--- config.mk ---
export PLATFORM = sky130hd
export DESIGN_NAME = slt_arbiter_flat
export DESIGN_NICKNAME = d
export VERILOG_FILES = /design/src/rtl/slt_arbiter_if.sv /design/src/rtl/slt_arbiter.sv /design/src/flat_wrapper.sv
export SDC_FILE = /design/constraint.sdc
export NUM_CORES = 1
export LEC_CHECK = 0
export ABC_CLOCK_PERIOD_IN_PS = 4400
export BUFFER_PORTS_ARGS = -buffer_cell sky130_fd_sc_hd__buf_2
export CORE_MARGIN = 4
export CORE_UTILIZATION = 35
export CTS_BUF_LIST = sky130_fd_sc_hd__clkbuf_16
export CTS_CLUSTER_DIAMETER = 30
export DETAILED_ROUTE_END_ITERATION = 10
export HOLD_SLACK_MARGIN = 0.1
export REMOVE_ABC_BUFFERS = 1
export SLEW_MARGIN = 10
export SYNTH_ARGS = -nofsm -noshare
export SYNTH_HDL_FRONTEND = slang
export SYNTH_SLANG_ARGS = --single-unit
--- constraint.sdc ---
create_clock -name clk -period 4.4 [get_ports clk]
set_input_delay 0.88 -clock clk [delete_from_list [all_inputs] [get_ports clk]]
set_output_delay 0.88 -clock clk [all_outputs]
set_load 0.02 [all_outputs]
--- src/rtl/slt_arbiter_if.sv ---
// Request/response bundle for the two-requester signed-less-than arbiter.
// The master side drives requests and consumes responses; the slave side is the arbiter.
interface slt_arbiter_if;
   logic        req0_valid;
   logic        req1_valid;
   logic [31:0] req0_a;
   logic [31:0] req0_b;
   logic [31:0] req1_a;
   logic [31:0] req1_b;
   logic        req0_ready;
   logic        req1_ready;
   logic        rsp_valid;
   logic        rsp_ready;
   logic        rsp_id;
   logic [31:0] rsp_slt;

   modport master (
      output req0_valid, req1_valid, req0_a, req0_b, req1_a, req1_b, rsp_ready,
      input  req0_ready, req1_ready, rsp_valid, rsp_id, rsp_slt
   );

   modport slave (
      input  req0_valid, req1_valid, req0_a, req0_b, req1_a, req1_b, rsp_ready,
      output req0_ready, req1_ready, rsp_valid, rsp_id, rsp_slt
   );
endinterface

--- src/rtl/slt_arbiter.sv ---
// Round-robin arbiter in front of one shared signed-less-than unit.
// One operation is in flight at a time: IDLE -> COMPUTE (COMPUTE_CYCLES) -> RESP.
module slt_arbiter #(
   parameter int unsigned COMPUTE_CYCLES = 2
) (
   input  logic         clk,
   input  logic         rst_n,
   slt_arbiter_if.slave bus
);
   typedef enum logic [1:0] {
      IDLE    = 2'd0,
      COMPUTE = 2'd1,
      RESP    = 2'd2
   } state_t;

   localparam logic [3:0] CNT_LOAD = 4'(COMPUTE_CYCLES - 1);

   state_t      state_r;
   logic        ptr_r;
   logic [3:0]  cnt_r;
   logic [31:0] a_r;
   logic [31:0] b_r;
   logic        id_r;
   logic        rsp_valid_r;
   logic        rsp_id_r;
   logic        rsp_slt_r;
   logic        grant0_s;
   logic        grant1_s;

   // Signed a < b from the subtract flags: sign of a - b corrected by overflow.
   function automatic logic slt_bit(input logic [31:0] a, input logic [31:0] b);
      logic [32:0] sum;
      logic        carry31;
      logic        overflow;
      sum      = {1'b0, a} + {1'b0, ~b} + 33'd1;
      carry31  = a[31] ^ ~b[31] ^ sum[31];
      overflow = carry31 ^ sum[32];
      return sum[31] ^ overflow;
   endfunction

   // Grant decode: only in IDLE and out of reset; ptr_r names the favoured requester.
   always_comb begin
      grant0_s = 1'b0;
      grant1_s = 1'b0;
      if (rst_n && (state_r == IDLE)) begin
         if (bus.req0_valid && (!ptr_r || !bus.req1_valid)) begin
            grant0_s = 1'b1;
         end else if (bus.req1_valid) begin
            grant1_s = 1'b1;
         end else begin
            grant0_s = 1'b0;
            grant1_s = 1'b0;
         end
      end else begin
         grant0_s = 1'b0;
         grant1_s = 1'b0;
      end
   end

   assign bus.req0_ready = grant0_s;
   assign bus.req1_ready = grant1_s;
   assign bus.rsp_valid  = rsp_valid_r;
   assign bus.rsp_id     = rsp_id_r;
   assign bus.rsp_slt    = {31'd0, rsp_slt_r};

   // Operation sequencer: accept, settle for COMPUTE_CYCLES, then hold the result until taken.
   always_ff @(posedge clk or negedge rst_n) begin
      if (!rst_n) begin
         state_r     <= IDLE;
         ptr_r       <= 1'b0;
         cnt_r       <= 4'd0;
         a_r         <= 32'd0;
         b_r         <= 32'd0;
         id_r        <= 1'b0;
         rsp_valid_r <= 1'b0;
         rsp_id_r    <= 1'b0;
         rsp_slt_r   <= 1'b0;
      end else begin
         case (state_r)
            IDLE: begin
               if (grant0_s || grant1_s) begin
                  a_r     <= grant1_s ? bus.req1_a : bus.req0_a;
                  b_r     <= grant1_s ? bus.req1_b : bus.req0_b;
                  id_r    <= grant1_s;
                  ptr_r   <= ~grant1_s;
                  cnt_r   <= CNT_LOAD;
                  state_r <= COMPUTE;
               end
            end
            COMPUTE: begin
               if (cnt_r == 4'd0) begin
                  rsp_slt_r   <= slt_bit(a_r, b_r);
                  rsp_id_r    <= id_r;
                  rsp_valid_r <= 1'b1;
                  state_r     <= RESP;
               end else begin
                  cnt_r <= cnt_r - 4'd1;
               end
            end
            RESP: begin
               if (bus.rsp_ready) begin
                  rsp_valid_r <= 1'b0;
                  state_r     <= IDLE;
               end
            end
            default: begin
               rsp_valid_r <= 1'b0;
               state_r     <= IDLE;
            end
         endcase
      end
   end
endmodule
--- src/flat_wrapper.sv ---
// flat-port wrapper written by rule: the top's interface ports become plain ports
module slt_arbiter_flat 
#(
   parameter int unsigned COMPUTE_CYCLES = 2
)
  (clk, rst_n, bus_req0_valid, bus_req1_valid, bus_req0_a, bus_req0_b, bus_req1_a, bus_req1_b, bus_rsp_ready, bus_req0_ready, bus_req1_ready, bus_rsp_valid, bus_rsp_id, bus_rsp_slt);
  slt_arbiter_if bus_i ();
  input  logic clk;
  input  logic rst_n;
  input wire logic [$bits(bus_i.req0_valid)-1:0] bus_req0_valid;
  input wire logic [$bits(bus_i.req1_valid)-1:0] bus_req1_valid;
  input wire logic [$bits(bus_i.req0_a)-1:0] bus_req0_a;
  input wire logic [$bits(bus_i.req0_b)-1:0] bus_req0_b;
  input wire logic [$bits(bus_i.req1_a)-1:0] bus_req1_a;
  input wire logic [$bits(bus_i.req1_b)-1:0] bus_req1_b;
  input wire logic [$bits(bus_i.rsp_ready)-1:0] bus_rsp_ready;
  output wire logic [$bits(bus_i.req0_ready)-1:0] bus_req0_ready;
  output wire logic [$bits(bus_i.req1_ready)-1:0] bus_req1_ready;
  output wire logic [$bits(bus_i.rsp_valid)-1:0] bus_rsp_valid;
  output wire logic [$bits(bus_i.rsp_id)-1:0] bus_rsp_id;
  output wire logic [$bits(bus_i.rsp_slt)-1:0] bus_rsp_slt;
  assign bus_i.req0_valid = bus_req0_valid;
  assign bus_i.req1_valid = bus_req1_valid;
  assign bus_i.req0_a = bus_req0_a;
  assign bus_i.req0_b = bus_req0_b;
  assign bus_i.req1_a = bus_req1_a;
  assign bus_i.req1_b = bus_req1_b;
  assign bus_i.rsp_ready = bus_rsp_ready;
  assign bus_req0_ready = bus_i.req0_ready;
  assign bus_req1_ready = bus_i.req1_ready;
  assign bus_rsp_valid = bus_i.rsp_valid;
  assign bus_rsp_id = bus_i.rsp_id;
  assign bus_rsp_slt = bus_i.rsp_slt;
  slt_arbiter #(.COMPUTE_CYCLES(COMPUTE_CYCLES)) u_core (.clk(clk), .rst_n(rst_n), .bus(bus_i));
endmodule
==> results of run 1 <==
worst max path at each step:
stage | slack (ns) | cells past startpoint | endpoint | startpoint
finish | 1.29 | 4 | bus_req0_ready | rst_n
global route | 1.18 | 4 | bus_req0_ready | rst_n
CTS | 1.28 | 4 | bus_req0_ready | rst_n
detailed placement | 1.28 | 7 | u_core.cnt_r[1]$_DFFE_PN0P_ | rst_n
global placement | 1.32 | 4 | bus_req0_ready | rst_n
floorplan | 0.51 | 5 | u_core.a_r[0]$_DFFE_PN0P_ | rst_n
critical path: cells and delay by family:
family / cells / cell delay, ns
AND/OR/NAND/NOR: 2 / 0.96
buffers and inverters: 2 / 0.37
synthesized netlist by cell type:
master      n  area [sq um]
nand4b_1    1          8.76
clkbuf_1    3          11.3
ha_1       33           413
inv_1      35           131
conb_1      1          3.75
nor4_1      1          6.26
a31oi_1     3          18.8
o211ai_1    1          7.51
a22oi_1    54           405
nor3b_1     1          7.51
and4_1      2          17.5
o21ai_1     1          5.00
a211oi_1    1          7.51
o21ai_0    18          90.1
o221ai_1    1          8.76
nand3_1     1          5.00
buf_6       1          11.3
nand4_1     4          25.0
a311o_1     1          10.0
xor2_1      2          17.5
and3_1      1          6.26
nor2_1      7          26.3
a21oi_1    15          75.1
nand2b_1    3          18.8
nor3_1      5          25.0
nand2_1   129           484
dfrtp_1    75          1880
nor2_2      1          6.26
a211o_1     2          17.5
mux2i_1    12           120
a21oi_4     1          16.3
nor3b_2     1          12.5
buf_4      36           270
mux2_2      1          11.3
buf_2      13          65.1
a21o_1      2          15.0
or3_1       1          6.26
nor2b_1     1          6.26
metrics by stage:
stage	hold WS [ns]	setup slack, ns	utilization [%]
2_1_floorplan	0.437	0.508	-
3_3_place_gp	0.454	1.32	41.2
3_5_place_dp	0.464	1.28	41.2
4_1_cts	0.478	1.28	43.3
5_1_grt	0.499	1.18	43.6
6_report	0.472	1.29	43.6
where the power goes:
part	internal (mW)	switching [mW]	total [mW]
logic	0.581	0.795	1.38
registers	1.02	0.191	1.21
clock network	0.369	0.265	0.634
registers in the layout (all words and copies together) (netlist names):
signal and count:
u_core.id_r 1, u_core.cnt_r 4, u_core.state_r 2, u_core.ptr_r 1
u_core.rsp_slt_r 1, u_core.bus.rsp_valid 1, u_core.b_r 32, u_core.a_r 32
u_core.bus.rsp_id 1
area by class of cell:
type / count / area [sq um] / area share (%)
Multi-Input combinational cell: 338 / 2020 / 38.8
Timing Repair Buffer: 142 / 746 / 14.3
Antenna cell: 1 / 2.50 / 0.0480
Inverter: 35 / 131 / 2.52
Tap cell: 147 / 184 / 3.53
Sequential cell: 75 / 1880 / 36.0
Clock inverter: 6 / 26.3 / 0.504
Clock buffer: 9 / 225 / 4.32
layout by cell type (no fill, tap or decap), drive strengths merged:
| cell type | netlist | layout |
|---|---|---|
| a211o | 2 | 2 |
| a211oi | 1 | 1 |
| a21o | 2 | 2 |
| a21oi | 16 | 16 |
| a22oi | 54 | 54 |
| a311o | 1 | 1 |
| a31oi | 3 | 3 |
| and3 | 1 | 1 |
| and4 | 2 | 2 |
| buf | 50 | 142 |
| clkbuf | 3 | 9 |
| clkinv | 0 | 4 |
| conb | 1 | 31 |
| dfrtp | 75 | 75 |
| diode | 0 | 1 |
| ha | 33 | 33 |
| inv | 35 | 37 |
| mux2 | 1 | 1 |
| mux2i | 12 | 12 |
| nand2 | 129 | 129 |
| nand2b | 3 | 3 |
| nand3 | 1 | 1 |
| nand4 | 4 | 4 |
| nand4b | 1 | 1 |
| nor2 | 8 | 8 |
| nor2b | 1 | 1 |
| nor3 | 5 | 5 |
| nor3b | 2 | 2 |
| nor4 | 1 | 1 |
| o211ai | 1 | 1 |
| o21ai | 19 | 19 |
| o221ai | 1 | 1 |
| or3 | 1 | 1 |
| xor2 | 2 | 2 |
layer usage:
metal / vias to the layer above / track usage (%)
met5: - / 0
met4: 0 / 3.26
met3: 7 / 3.83
li1: 1806 / -
met1: 1612 / 18.4
met2: 91 / 23.7
cell families after synthesis:
kind of cell,after synthesis
flops,75
other cells,1
xor+xnor,2
compound gates,100
buf+inv,88
fa+ha+maj,33
simple gates,159
mux,13
==> impl_results.md, run 1 <==
* Status: completed
* DIE AREA at between 10000 and 15000 sq um
* Sink of the worst hold path: u_core.b_r[21]$_DFFE_PN0P_
* Post-DR wirelength/cell at 13.1 microns
* Worst-path clk slew at around 0.05 ns
* RSZ-0062 raised after global routing: false
* Crit-path max cell delay at a little under 0.7 ns
* Synth Area in Simple Gates at ~15%
* Hold-critical path depth at 2
* WP data arrival at between 2 and 2.5 ns
* Maximum clock insertion buffer count at 2
* Critical R2R Launch: u_core.state_r[0]$_DFFE_PN0P_
* Worst min path class: reg -> reg
* Initial antenna violation count at 1
* Crit-path slowest cell: and3_2
* Area growth syn-to-layout at 22.1%
* Final hold viol count at 0
* GRT Total Usage at between 10% and 20%
* GR Overflow Total at 0
* Post-route ant nets at 0
* Setup_tns at 0 ns
* Largest net degree at the start of global routing at 76
* Row count at 40
* Relative slew slack at 34.4%
* Sequence of cells on the critical path: buf_4 > nor3b_2 > and3_2 > buf_2
* IO Port Bufs at about 140
* Worst r2r path cells at 6
* Seq/Total Area, Yosys at a little over two fifths
* Met1 Wirelength at 4520 microns
* TritonRoute pass-1 iters at 4
* CTS Sinks at 75
* Synth Area per Inst at approximately 9 sq um
* Final WL at a little under 10000 microns
* Multiplexer share of the synthesized area at 3.08%
* Total power at between 3 and 4 mW
* Max Cap Viol at 0
* Placer Congestion at around 0.75
* Finished Layout Cells at 753
* Worst Path Max Fanout at 33
* Nets at roughly 770
* Slew Limit Fails at 0
* Initial core utilization at a little over a third
* Crit Reg-Reg Endpoint: u_core.cnt_r[1]$_DFFE_PN0P_
* Met3 Routed Length at between 500 and 600 microns
* Type of origin of the critical path: input pin
* Post-DP HPWL at roughly 7300 microns
* Final worst-path cycle share at a little over two thirds
* Area of the core at 12000 sq um
* Vias/cell at between 4 and 5
* First-pass GRT wire length at ~16000 microns
* Cts bufs inserted at 9
* Main combinational cell family by area after synthesis: compound AO/OA/AOI/OAI gates
* CTS resizes at 0
* Clock Skew at between 0.004 and 0.005 ns
* Top Metal Used: met4
* DR DRC count at 0
* Worst Path Required at between 3 and 4 ns
* Clk root buf: clkbuf_16
* WS Path Type: in -> out
* LEAKAGE at 2.79 nW
* Yosys cell types at 38
* Final setup fails at 0
* IO Count at roughly 170
* Peak supply drop at 244 uV
* Power Density at approximately 620 nW/um^2
* Synth Area in Adders at under 10%
* Met2 routed WL at roughly 4700 microns
* Layout cells sized above 1 at roughly a quarter
* Worst-Margin Slew at between 0.9 and 1 ns
* Cell Area, Placed at 4930 sq um
* Post-synthesis compound-gate area fraction at 15.9%
* Worst Hold Launch: u_core.b_r[21]$_DFFE_PN0P_
* Synth Cell Area at approximately 4300 sq um
* Post-Synth XOR/XNOR Area at 0.410%
* Worst-Skew Late Latency at about 0.32 ns
* R2R setup slack at 1.72 ns
* Die Y at around 120 microns
* CTS Hold Bufs at 0
* Number of DRC markers in iteration 0 at ~120
* Fin area at 5220 sq um
* Post-CTS Setup Inserts at 0
* Ys Warns at 0
* Fill cell count at between 1000 and 1500
* Fmax achieved at approximately 320 MHz
* Final period demand of the worst path at just over 3 ns
* CP endpoint kind: output pin
* Post-Place Cells at ~740
* Cells after Synth at about 470
* DR vias at around 3500
* # H-tree levels at 3
* CTS tree: done
* Vias in the first global route at between 3000 and 4000
* Seq cells post-synth at 75
* Die width at between 100 and 150 microns
Note: power is estimated with default switching activity, not from simulation.
==> run 2: changes to the inputs <==
ABC_CLOCK_PERIOD_IN_PS = 3100   (was 4400)
clock period = 3.1 ns   (was 4.4 ns; I/O delays follow)
==> impl_results.md, run 2 (same netlist as run 1, synthesis figures left out) <==
* Hold-critical path depth at 2
* Post-DR wirelength/cell at around 13 microns
* First-pass GRT wire length at 16600 microns
* Clk pwr share at a little over a fifth
* RSZ-0062 raised after global routing: false
* Worst r2r path cells at 7
* CTS Sinks at 75
* Area growth syn-to-layout at 22.6%
* Final period demand of the worst path at between 2 and 2.5 ns
* Switching Fraction at 38.2%
* DP Worst Slack at roughly 0.6 ns
* DIE AREA at 14000 sq um
* Die Y at approximately 120 microns
* Row count at 40
* IO Port Bufs at about 140
* Finished Layout Cells at 755
* Maximum clock insertion buffer count at 2
* Nets at about 770
* Final WL at ~10000 microns
* Worst Hold Launch: u_core.b_r[27]$_DFFE_PN0P_
* CTS Hold Bufs at 0
* Number of DRC markers in iteration 0 at around 140
* GRT Total Usage at between 10% and 20%
* Post-route ant nets at 0
* CP endpoint kind: output pin
* Sink of the worst hold path: u_core.b_r[27]$_DFFE_PN0P_
* Final worst slack at 0.657 ns
* Seq pwr share at 37.1%
* P_sw at about 1.8 mW
* Layout cells sized above 1 at 26.5%
* CTS tree: done
* WP data arrival at 1.82 ns
* Worst Path Max Fanout at 8
* Fmax achieved at slightly above 400 MHz
* Clock Skew at between 0.004 and 0.005 ns
* DR vias at about 3600
* R2R setup slack at approximately 0.82 ns
* Peak supply drop at about 310 uV
* WS Path Type: reg -> out
* Worst Setup SP: u_core.state_r[0]$_DFFE_PN0P_
* Critical R2R Launch: u_core.state_r[0]$_DFFE_PN0P_
* Fin area at around 5200 sq um
* Largest net degree at the start of global routing at 76
* Post-DP HPWL at between 7000 and 8000 microns
* Final setup fails at 0
* Commonest non-fill, non-tap cell in the layout: buf_2
* # H-tree levels at 3
* Comb pwr share at between 40% and 50%
* TritonRoute pass-1 iters at 4
* CTS resizes at 0
* Clk root buf: clkbuf_16
* Post-CTS Setup Inserts at 0
* Worst-Margin Slew at between 1 and 1.5 ns
* GR Overflow Total at 0
* Status: completed
* DR DRC count at 0
* LEAKAGE at 2.79 nW
* Worst-path clk slew at 0.05 ns
* Vias/cell at approximately 4.7
* Area of the core at roughly 12000 sq um
* Crit Reg-Reg Endpoint: u_core.cnt_r[1]$_DFFE_PN0P_
* Initial antenna violation count at 2
* Power Internal at 2.86 mW
* IO Count at between 150 and 200
* Final hold slack at 0.475 ns
* Worst min path class: reg -> reg
* Worst Path Required at between 2 and 2.5 ns
* Vias in the first global route at 3565
* Post-Place Cells at 738
* Worst-Skew Late Latency at roughly 0.33 ns
* Placer Congestion at about 0.73
* Power Density at roughly 890 nW/um^2
* Commonest non-fill, non-tap cells in the layout: 136 x buf_2, 129 x nand2_1, 75 x dfrtp_1
* Type of origin of the critical path: flop
* Final hold viol count at 0
* Cts bufs inserted at 9
* Max Cap Viol at 0
* Relative slew slack at between 20% and 30%
* Largest registers: u_core.a_r x32, u_core.b_r x32, u_core.cnt_r x4
* Initial core utilization at a little over a third
* Setup_tns at 0 ns
* Cell Area, Placed at around 4900 sq um
* Die width at ~120 microns
* Final worst-path cycle share at around four fifths
* Slew Limit Fails at 0
==> run 2: cell types whose count changed in the layout (fill, tap and decap cells not counted), sizes merged <==
cell | before | now
inv | 37 | 35
clkinvlp | 0 | 1
clkinv | 4 | 5
bufinv | 0 | 1
buf | 142 | 143
==> run 2: power by group through the flow <==
stage	combinational, mW	sequential [mW]	clock, mW
after floorplan	1.40	1.68	0
after global placement	1.88	1.72	0
after detailed placement	1.94	1.74	0
after CTS	1.96	1.73	1.03
after global routing	2.27	1.79	1.07
final	1.91	1.72	0.999
==> run 2: cell type report <==
type | instances | area, sq um
fillers | 1171 | 6730
multi-input cells | 338 | 2020
flip-flops and latches | 75 | 1880
repair buffers | 143 | 733
clock buffers | 9 | 225
well taps | 147 | 184
inverters | 35 | 131
clock inverters | 7 | 58.8
diodes | 1 | 2.50
==> run 2: worst max-delay path, stage by stage (launching register included) <==
cell and delay [ns]:
dfrtp_1 0.43, nor3b_2 0.37, nand2_1 0.16, a21oi_4 0.30, buf_2 0.23
==> run 2: worst max-delay path by stage <==
| stage | end | slack [ns] | depth (start not counted) |
|---|---|---|---|
| detailed placement | u_core.cnt_r[1]$_DFFE_PN0P_ | 0.58 | 8 |
| floorplan | u_core.a_r[0]$_DFFE_PN0P_ | -0.53 | 5 |
| global placement | u_core.cnt_r[1]$_DFFE_PN0P_ | 0.64 | 8 |
| finish | bus_req1_ready | 0.66 | 4 |
| CTS | bus_req1_ready | 0.65 | 4 |
| global route | bus_req1_ready | 0.55 | 4 |
==> run 2: per-layer routing <==
metal | share of wire [%] | track usage [%]
met1 | 46 | 19.0
met2 | 47 | 23.8
met3 | 5.8 | 3.40
met4 | 1.6 | 5.00
met5 | 0.069 | 0
==> run 2: per-stage QoR <==
stage / total power [mW] / utilization (%)
after floorplan: 3.08 / -
after global placement: 3.60 / 41.4
after detailed placement: 3.68 / 41.4
after CTS: 4.71 / 43.7
after global routing: 5.13 / 43.8
final: 4.63 / 43.8
